===== config.mk =====
export PLATFORM = sky130hd
export DESIGN_NAME = ifu
export DESIGN_NICKNAME = d
export VERILOG_FILES = /design/src/rtl/ifu_pkg.sv /design/src/rtl/ifu_timer.sv /design/src/rtl/ifu.sv
export SDC_FILE = /design/constraint.sdc
export NUM_CORES = 1
export LEC_CHECK = 0
export ABC_AREA = 1
export CELL_PAD_IN_SITES_DETAIL_PLACEMENT = 1
export CELL_PAD_IN_SITES_GLOBAL_PLACEMENT = 1
export CORE_MARGIN = 2
export CORE_UTILIZATION = 31
export DETAILED_ROUTE_END_ITERATION = 8
export PLACE_DENSITY_LB_ADDON = 0.1
export RECOVER_POWER = 50
export SLEW_MARGIN = 25
export SYNTH_ARGS = -nofsm -noshare
export SYNTH_HDL_FRONTEND = slang
export SYNTH_HIERARCHICAL = 1
export SYNTH_SLANG_ARGS = --single-unit

===== constraint.sdc =====
create_clock -name clk -period 3.1 [get_ports clk]
set_clock_uncertainty 0.05 [all_clocks]
set_input_delay 0.31 -clock clk [delete_from_list [all_inputs] [get_ports clk]]
set_output_delay 0.31 -clock clk [all_outputs]
set_load 0.02 [all_outputs]

===== src/rtl/ifu_pkg.sv =====
// rtl/ifu_pkg.sv - shared types and constants for the instruction fetch unit
// Contents: fetch FSM state enum, OKAY read response code, default reset PC.
package ifu_pkg;

    typedef enum logic [1:0] {
        REQ   = 2'd0,
        WAIT  = 2'd1,
        VALID = 2'd2,
        ERR   = 2'd3
    } ifu_state_e;

    localparam logic [1:0]  RESP_OKAY        = 2'b00;
    localparam logic [31:0] DEFAULT_RESET_PC = 32'h8000_0000;

endpackage


===== src/rtl/ifu_timer.sv =====
// rtl/ifu_timer.sv - 8-bit read-data wait counter for the fetch unit
// Ports:
//   clk, reset : clock and synchronous active-high reset
//   clear      : zero the count (asserted on the cycle WAIT is entered)
//   enable     : count this cycle (WAIT without read data)
//   expired    : this enabled cycle brings the count to TIMEOUT
module ifu_timer #(
    parameter int TIMEOUT = 255
) (
    input  logic clk,
    input  logic reset,
    input  logic clear,
    input  logic enable,
    output logic expired
);

    // count_q holds the number of empty WAIT cycles already seen, so the
    // enabled cycle at TIMEOUT-1 is the one that reaches TIMEOUT.
    localparam logic [7:0] LAST = 8'(TIMEOUT - 1);

    logic [7:0] count_q;
    logic [7:0] count_d;

    always_comb begin
        count_d = count_q;
        if (clear) begin
            count_d = '0;
        end else if (enable) begin
            count_d = count_q + 8'd1;
        end
    end

    always_ff @(posedge clk) begin
        if (reset) begin
            count_q <= '0;
        end else begin
            count_q <= count_d;
        end
    end

    assign expired = enable && (count_q == LAST);

endmodule


===== src/rtl/ifu.sv =====
// rtl/ifu.sv - instruction fetch unit: one outstanding read, hand-off to execute
// Ports:
//   clk, reset                    : clock and synchronous active-high reset
//   mem_arvalid/araddr/arready    : read-address channel (issued in REQ)
//   mem_rvalid/rdata/rresp/rready : read-data channel (accepted in WAIT)
//   ifu_valid/inst/pc, ifu_ready  : fetched instruction to execute (VALID)
//   exu_next_pc                   : next PC, sampled when the instruction is consumed
//   ifu_err                       : sticky fault (bad response, timeout, misaligned PC)
//   ifu_fetch_cnt                 : number of instructions consumed by execute
module ifu
    import ifu_pkg::*;
#(
    parameter logic [31:0] RESET_PC = DEFAULT_RESET_PC,
    parameter int          TIMEOUT  = 255
) (
    input  logic        clk,
    input  logic        reset,
    output logic        mem_arvalid,
    output logic [31:0] mem_araddr,
    input  logic        mem_arready,
    input  logic        mem_rvalid,
    input  logic [31:0] mem_rdata,
    input  logic [1:0]  mem_rresp,
    output logic        mem_rready,
    output logic        ifu_valid,
    output logic [31:0] ifu_inst,
    output logic [31:0] ifu_pc,
    input  logic        ifu_ready,
    input  logic [31:0] exu_next_pc,
    output logic        ifu_err,
    output logic [31:0] ifu_fetch_cnt
);

    ifu_state_e  state_q, state_d;
    logic [31:0] pc_q, pc_d;
    logic [31:0] inst_q, inst_d;
    logic [31:0] fetch_cnt_q, fetch_cnt_d;

    logic timer_clear;
    logic timer_enable;
    logic timer_expired;

    ifu_timer #(
        .TIMEOUT (TIMEOUT)
    ) u_timer (
        .clk     (clk),
        .reset   (reset),
        .clear   (timer_clear),
        .enable  (timer_enable),
        .expired (timer_expired)
    );

    always_comb begin
        state_d      = state_q;
        pc_d         = pc_q;
        inst_d       = inst_q;
        fetch_cnt_d  = fetch_cnt_q;
        timer_clear  = 1'b0;
        timer_enable = 1'b0;

        case (state_q)
            REQ: begin
                if (mem_arready) begin
                    state_d     = WAIT;
                    timer_clear = 1'b1;
                end
            end
            WAIT: begin
                if (mem_rvalid) begin
                    if (mem_rresp == RESP_OKAY) begin
                        inst_d  = mem_rdata;
                        state_d = VALID;
                    end else begin
                        state_d = ERR;
                    end
                end else begin
                    timer_enable = 1'b1;
                    if (timer_expired) begin
                        state_d = ERR;
                    end
                end
            end
            VALID: begin
                if (ifu_ready) begin
                    pc_d        = exu_next_pc;
                    fetch_cnt_d = fetch_cnt_q + 32'd1;
                    // A misaligned target is only detectable here, so the
                    // instruction still counts as delivered before the fault.
                    state_d     = (exu_next_pc[1:0] == 2'b00) ? REQ : ERR;
                end
            end
            ERR: begin
                state_d = ERR;
            end
            default: begin
                state_d = ERR;
            end
        endcase
    end

    always_ff @(posedge clk) begin
        if (reset) begin
            state_q     <= REQ;
            pc_q        <= RESET_PC;
            inst_q      <= '0;
            fetch_cnt_q <= '0;
        end else begin
            state_q     <= state_d;
            pc_q        <= pc_d;
            inst_q      <= inst_d;
            fetch_cnt_q <= fetch_cnt_d;
        end
    end

    // Handshake outputs decode the state register only; pc_q is the address
    // of the request in flight and of the instruction presented afterwards.
    assign mem_arvalid   = (state_q == REQ);
    assign mem_araddr    = pc_q;
    assign mem_rready    = (state_q == WAIT);
    assign ifu_valid     = (state_q == VALID);
    assign ifu_inst      = inst_q;
    assign ifu_pc        = pc_q;
    assign ifu_err       = (state_q == ERR);
    assign ifu_fetch_cnt = fetch_cnt_q;

endmodule


==> results list, run 1 <==
* Post-cts resize count: 0
* Largest fanout on the critical path: 23
* Compound-Gate Fraction of Synth Area: 0.1092
- Share of the core filled with cells in the final layout: 0.4613
- Summed instance area of the synthesized netlist: 4813 um^2
- Total number of vias: 4958
- In this run the most critical hold path is launched from reset.
* Vias per inst: 4.772
- The worst hold path terminates at ifu_fetch_cnt[10].
- Num Clock Sinks: 106
* End of the worst register-to-register path: state_q[0]
* Total global-route track usage: 0.1897
* Proportion of power drawn by the clock network: 0.395
- Worst R2R Start: state_q[1]
* CTS tree: done
- In this run the horizontal extent of the chip is 128.6 um.
- Power share of the sequential group: 0.482
- Min Tclk post-route: 2.018 ns
- Wire length on met3: 1.241 mm
* Hold buffer count at CTS: 0
- After floorplanning, the core was divided into 45 placement rows.
* Initial core utilization: 0.3166
* Num CTS Buffers: 9
- The die covers 16540 um^2.
* Commonest register cell after synthesis: dfxtp_1
* Endpoint arrival time on the critical path: 2.21 ns
- I/O pin total: 203
- STA classifies the critical path endpoint as a register.
* Post-layout net count: 919
- Class of the worst hold path: in -> reg
- For this run, the number of Yosys warnings is 6.
- Clock tree buffer depth: 2
* Global placer's final weighted congestion: 0.8475
- Compared with the post-synthesis result, the final layout area differs by 45.70%.
- The worst register-to-register path has a depth of 7.
- The number of global-route vias before repair is 5153.
* Share of post-route cells with drive strength above 1: 0.04471
* Main combinational cell family by area after synthesis: simple AND/OR/NAND/NOR gates
- Flop-to-flop setup slack: 1.14 ns
- Setup WS pre-CTS: 0.7120 ns
- In the post-synthesis netlist, the biggest area contributors are dfxtp_1 44%, nand2_1 12%, nor2_1 11%.
- DR WL met2: 7.597 mm
* Wire length of the first global-routing pass: 25.11 mm
- In the final routed layout, each cell accounts on average for 14.96 um.
- Counting flops and latches in the post-synthesis netlist gives 106.
* Outcome: complete, no violations
- The slowest stage of the critical path is the dlygate4sd3_1 cell.
- Achievable Freq: 495.5 MHz
* Switching power: 738.4 uW
- Post-Synth Simple-Gate Area: 0.3187
* Detailed-placement wirelength estimate: 11.93 mm
* Nets in the synthesized netlist: 757
- Number of violations of the max-capacitance limit: 0
* Buffers inserted during post-CTS setup optimization: 0
* Maximum number of pins on one net before global-route repair: 43
- The worst hold path passes through 2 cells.
* Clock network latency to the later pin of the worst-skew pair: 0.35 ns
* Max_slew headroom: 0.4636
- Of the synthesized area, sequential elements account for 0.4409.
- Data on the critical path is required at its endpoint by 3.29 ns.
- Die extent in y: 128.6 um
* DRT antenna net count: 0
- In the synthesized netlist the async set-or-reset flop fraction comes to 0.
* Switching power share of the total: 0.2510
* Initial antenna violation count: 1
* Worst hold-check slack: 0.3091 ns
* Cells after Synth: 683
- H-tree depth: 3
- Part of the power in combinational logic: 0.123
- Pwr Density: 419.5 nW/um^2
- The internal power of the cells totals 2.203 mW.
- Multiplexer area fraction after synthesis: 0
- Post-route clock period utilization: 0.6511
- Post-CTS clock slew at the launch and capture registers of the worst setup and hold paths: 0.08 ns
- Yosys mapped the design onto 34 distinct sky130hd cell types.
* First DRT Iteration DRCs: 149
* Critical path's largest stage delay: 0.59 ns
- Setup total negative slack on the finished layout was measured at 0 ns.
* Post-synthesis share of cell area spent on xor and xnor gates: 0.007278
* Top-area cell type share of the netlist area: 0.4409
- Sum of routed wire segments on met1: 6.455 mm
- The biggest area contributor in the post-synthesis netlist is dfxtp_1.
- Static leakage: 2.940 nW
* RSZ-0062 raised after global routing: no
- Setup violations remaining at the end of the flow were counted as 0.
* Average footprint of a synthesized cell: 7.047 um^2
- VDD sags by at most 255.0 uV.
- Routed Wire Length: 15.55 mm
- Worst-path cell chain: dlygate4sd3_1 > nand3_4 > clkinv_2 > buf_4 > nand3_1 > o21ai_0 > a21oi_1
* Iteration count of the initial detailed-routing pass: 4
* Root buffer cell: clkbuf_16
* Synthesized-area fraction occupied by adder cells: 0.007798
- For this run the aggregate overflow at the end of global routing stands at 0.
- Startpoint Class: primary input
- After detailed routing, no signal wire sits above met4.
* EDFF count, synth: 0
* Transition time of the tightest slew-check pin: 0.8045 ns
- Number of port buffers: 202
- The floorplan step defined a core boundary enclosing 15200 um^2.
- Type of the setup path with the least slack: in -> reg
* DRC violation count after routing: 0
- Across all setup checks in the final design, the least slack found is 1.082 ns.
* Number of max-slew violations in the final report: 0
- Total count of hold-check failures in the final report: 0
cell type report:
| class | count | area [um^2] |
|---|---|---|
| Timing Repair Buffer | 207 | 2052 |
| Inverter | 54 | 203.9 |
| Multi-Input combinational cell | 467 | 2096 |
| Clock inverter | 3 | 21.27 |
| Clock buffer | 13 | 280.3 |
| Antenna cell | 1 | 2.502 |
| Fill cell | 1899 | 8189 |
| Tap cell | 188 | 235.2 |
| Sequential cell | 106 | 2122 |
cells by family after synthesis:
logic type,after synthesis
and+or+nand+nor,358
xor gates and xnor gates,4
buffers and inverters,110
adders and majority gates,3
AOI/OAI and AO/OA,102
DFF,106
worst max-delay path by stage:
| stage | slack (ns) | endpoint | startpoint |
|---|---|---|---|
| floorplan | 1.54 | ifu_fetch_cnt[16] | ifu_fetch_cnt[1] |
| global placement | 0.74 | ifu_fetch_cnt[6] | ifu_ready |
| detailed placement | 0.71 | ifu_fetch_cnt[6] | ifu_ready |
| CTS | 1.10 | ifu_fetch_cnt[6] | ifu_ready |
| global route | 0.89 | ifu_fetch_cnt[6] | ifu_ready |
| finish | 1.08 | ifu_fetch_cnt[6] | ifu_ready |
worst max-delay path: cells and delay by family:
family,cells,cell delay [ns]
buffers and inverters,3,1.24
AND/OR/NAND/NOR,2,0.40
AO/OA/AOI/OAI,2,0.23
placed cells by master (no fill, tap or decap), drive strengths merged:
cell type	netlist	routed
o21ai	44	44
ha	3	3
dfxtp	106	106
nor4	1	1
nor2	149	149
clkinv	2	4
xnor2	2	2
inv	52	52
diode	0	1
nand4	10	10
nand2	153	153
o21bai	1	1
a21oi	50	50
dlygate4sd3	0	94
o21a	3	3
buf	48	5
nor3	8	8
nand3	33	33
a31oi	4	4
xor2	2	2
nor3b	2	2
clkinvlp	0	1
clkbuf	8	14
and2	2	2
clkdlybuf4s50	0	107
Yosys cell counts (3+ instances only):
library cell / instances
nand3_1: 30
o21a_1: 3
nor2_2: 5
dfxtp_1: 106
nand4_1: 10
buf_4: 32
nor2_4: 4
a21oi_1: 50
inv_1: 50
ha_1: 3
nor3_1: 5
buf_2: 14
a31oi_1: 4
nor2_1: 140
o21ai_0: 44
clkbuf_1: 8
nand2_1: 150
stage by stage:
stage,std cells,power (mW),cell area (um^2)
2_1_floorplan,683,1.630,4813
3_3_place_gp,1022,1.822,6748
3_5_place_dp,1022,1.833,6748
4_1_cts,1038,3.005,7049
5_1_grt,1039,3.060,7013
6_report,1039,2.942,7013
sequential cells by signal (all words and copies together), names as in the netlist:
| name | cells |
|---|---|
| ifu_fetch_cnt | 32 |
| ifu_inst | 32 |
| ifu_pc | 32 |
| u_timer/count_q | 8 |
| state_q | 2 |
layer usage:
metal,track usage,vias up
met5,0,-
li1,-,2457
met1,0.2160,2345
met2,0.3364,141
met3,0.06154,15
met4,0.06266,0
power groups by stage:
| stage | Sequential, mW | Clock, mW | Combinational (mW) |
|---|---|---|---|
| 2_1_floorplan | 1.48 | 0 | 0.149 |
| 5_1_grt | 1.42 | 1.24 | 0.396 |
| 6_report | 1.42 | 1.16 | 0.362 |
| 3_3_place_gp | 1.45 | 0 | 0.374 |
| 4_1_cts | 1.42 | 1.20 | 0.384 |
| 3_5_place_dp | 1.45 | 0 | 0.382 |
Power figures use the tool's default switching activity.
==> run 2, diff against run 1 <==
--- a/config.mk
+++ b/config.mk
@@ -9,7 +9,7 @@
 export CELL_PAD_IN_SITES_DETAIL_PLACEMENT = 1
 export CELL_PAD_IN_SITES_GLOBAL_PLACEMENT = 1
 export CORE_MARGIN = 2
-export CORE_UTILIZATION = 31
+export CORE_UTILIZATION = 29
 export DETAILED_ROUTE_END_ITERATION = 8
 export PLACE_DENSITY_LB_ADDON = 0.1
 export RECOVER_POWER = 50
==> constraint.sdc (replaced) <==
create_clock -name clk -period 2.1 [get_ports clk]
set_clock_uncertainty 0.05 [all_clocks]
set_input_delay 0.21 -clock clk [delete_from_list [all_inputs] [get_ports clk]]
set_output_delay 0.21 -clock clk [all_outputs]
set_load 0.02 [all_outputs]
==> results list, run 2 (synthesis results as in run 1) <==
- Instance area after placement: 6818 um^2 (+1.0%)
- Max_slew headroom: 0.4852 (+0.02159)
- In this run the most critical hold path is launched from reset.
- Routed Wire Length: 15.79 mm (+1.5%)
- Clock network latency to the later pin of the worst-skew pair: 0.35 ns (about the same)
* Number of rows created at floorplan: 47 (+4.4%)
- Number of port buffers: 202 (unchanged)
- Share of post-route cells with drive strength above 1: 0.04684 (+0.002133)
- Wire length of the first global-routing pass: 25.87 mm (+3.0%)
* First DRT Iteration DRCs: 132 (-11%)
- The number of global-route vias before repair is 5152 (-0.019%).
- In the finished design, the share of the clock period the worst path needs comes to 0.8886.
- Total count of hold-check failures in the final report: 0 (unchanged)
- Detailed-placement wirelength estimate: 11.99 mm (+0.48%)
- The power density over the cells is 621.1 nW/um^2 (+48%).
- CTS tree: done
- The length in cells of the worst reg-to-reg path came to 6 (-1).
- The number of buffers inserted during clock tree synthesis came to 9 (unchanged).
- RSZ-0062 raised after global routing: no
* Vias per inst: 4.582 (-4.0%)
* Global placer's final weighted congestion: 0.7799 (-8.0%)
* Worst-path cell chain: inv_1 > nand2_1 > inv_1 > clkdlybuf4s50_1
- In this run the worst hold path is classified as in -> reg.
- The setup slack on the worst flop-to-flop path came to 0.31 ns (-0.83 ns).
- Routed wire per std cell: 14.70 um (-1.8%)
- Among cell families on the critical path, the largest total delay comes from buffers and inverters.
- Total global-route track usage: 0.1793 (-0.01040)
- The number of nets in the layout came to 923 (+0.44%).
- Tracing the worst setup path back leads to its startpoint at state_q[1].
- Buffers inserted during post-CTS setup optimization: 0 (unchanged)
- The met3 track demand over resource is 0.05824 (-0.003301).
- I/O pin total: 203 (unchanged)
* Leading cell types in the layout, fill and taps excluded: 151 x nand2_1, 144 x nor2_1, 132 x clkdlybuf4s50_1
- Endpoint of the worst hold path: ifu_pc[2]
- Worst path buffer plus inverter count: 3 (unchanged)
- Critical path's largest stage delay: 0.60 ns (about the same)
* Hold buffer count at CTS: 0 (unchanged)
* VDD IR-drop max: 375.2 uV (+47%)
* Most prevalent standard cell on the critical path: inv_1
* Type of the setup path with the least slack: reg -> out
- The chip height is 132.8 um (+3.3%).
- The worst register-to-register path begins at state_q[0].
- Num Clock Sinks: 106 (unchanged)
- The area of the die was 17640 um^2 (+6.7%).
* Die X: 132.8 um (+3.3%)
- The required arrival time at the worst endpoint was 1.84 ns (-1.45 ns).
- The data arrival at the endpoint of the critical path is 1.61 ns (-0.60 ns).
* Antenna cell count: 0 (-1)
- Core region area: 16410 um^2 (+7.9%)
- The post-layout worst setup margin is 0.2339 ns (-0.8478 ns).
- Layout filler cell count: 1992 (+4.9%)
- The run finished with clean final reports.
- Total number of vias: 4921 (-0.75%)
* Grt met2 use: 0.3207 (-0.01569)
- H-tree depth: 3 (unchanged)
- Transition time of the tightest slew-check pin: 0.7721 ns (-0.03238 ns)
- Post-CTS clock slew at the launch and capture registers of the worst setup and hold paths: 0.08 ns (about the same)
* GRT met1 Usage: 0.2040 (-0.01198)
- The layer flagged by global routing as most heavily used is met2.
- The leakage power was 2.886 nW (-1.8%).
- The initial antenna violation count came to 0 (-1).
* Post-cts resize count: 0 (unchanged)
- The buffer depth of the longest clock path is 2 (unchanged).
- Share of the core filled with cells in the final layout: 0.4322 (-0.02907)
- Startpoint Class: register
* Most common library cell in the layout ignoring fill and taps: nand2_1
- DRT antenna net count: 0 (unchanged)
- Crit path max-delay cell type: clkdlybuf4s50_1
- Largest fanout on the critical path: 4 (-83%)
- The post-place setup slack was 0.2777 ns (-0.4343 ns).
- Kind of end point of the critical path: output port
- Footprint of the multi-input gates: 2110 um^2 (+0.66%)
- Maximum number of pins on one net before global-route repair: 52 (+21%)
- Clock tree synthesis selected as its root buffer the cell clkbuf_16.
- The initial standard-cell utilization of the core is 0.2934 (-0.02325).
* Cell depth of the worst min-delay path: 2 (unchanged)
- The cell area after layout was 7092 um^2 (+1.1%).
* End of the worst register-to-register path: ifu_fetch_cnt[2]
- The total iterations of the first detailed-routing run came to 4 (unchanged).
* DRC violation count after routing: 0 (unchanged)
- The number of failing setup endpoints in the final timing report is 0 (unchanged).
- Number of violations of the max-capacitance limit: 0 (unchanged)
- The post-route setup TNS was 0 ns (unchanged).
* Total area of sequential cells: 2122 um^2 (unchanged)
* Min Tclk post-route: 1.866 ns
- Number of max-slew violations in the final report: 0 (unchanged)
- Achievable Freq: 535.9 MHz
- Compared with the post-synthesis result, the final layout area differs by 47.34%.
- The remaining global-route overflow is 0 (unchanged).
-- run 2: area by class of cell --
| type | instances | area share |
|---|---|---|
| tap | 220 | 0.03881 |
| inverter | 54 | 0.02876 |
| timing repair buffer | 211 | 0.2923 |
| clock buffer | 9 | 0.03176 |
| clock inverter | 7 | 0.01164 |
| multi-input combinational | 467 | 0.2975 |
| sequential | 106 | 0.2992 |
-- run 2: power by group --
| group | total, mW | internal [mW] | switching (mW) |
|---|---|---|---|
| logic | 0.546 | 0.266 | 0.280 |
| registers | 2.09 | 2.06 | 0.0338 |
| clock network | 1.77 | 0.947 | 0.820 |
| total | 4.40 | 3.27 | 1.13 |
-- run 2: worst max-delay path by stage --
stage	end	slack (ns)	cells after the start
4_1_cts	mem_rready	0.21	4
3_3_place_gp	ifu_fetch_cnt[30]	0.30	10
6_report	mem_rready	0.23	4
3_5_place_dp	ifu_fetch_cnt[30]	0.28	10
5_1_grt	ifu_fetch_cnt[2]	0.12	6
2_1_floorplan	ifu_fetch_cnt[16]	0.54	9
-- run 2: metrics by stage --
stage	power (mW)	cells	hold WS [ns]
2_1_floorplan	2.407	683	0.2732
3_3_place_gp	2.697	1058	0.4019
3_5_place_dp	2.711	1058	0.4227
4_1_cts	4.518	1074	0.2212
5_1_grt	4.622	1074	0.2529
6_report	4.404	1074	0.2275
-- run 2: layer usage --
layer	vias up	share of wire
li1	2467	-
met1	2314	0.42
met2	128	0.49
met3	12	0.073
met4	0	0.012
met5	-	0
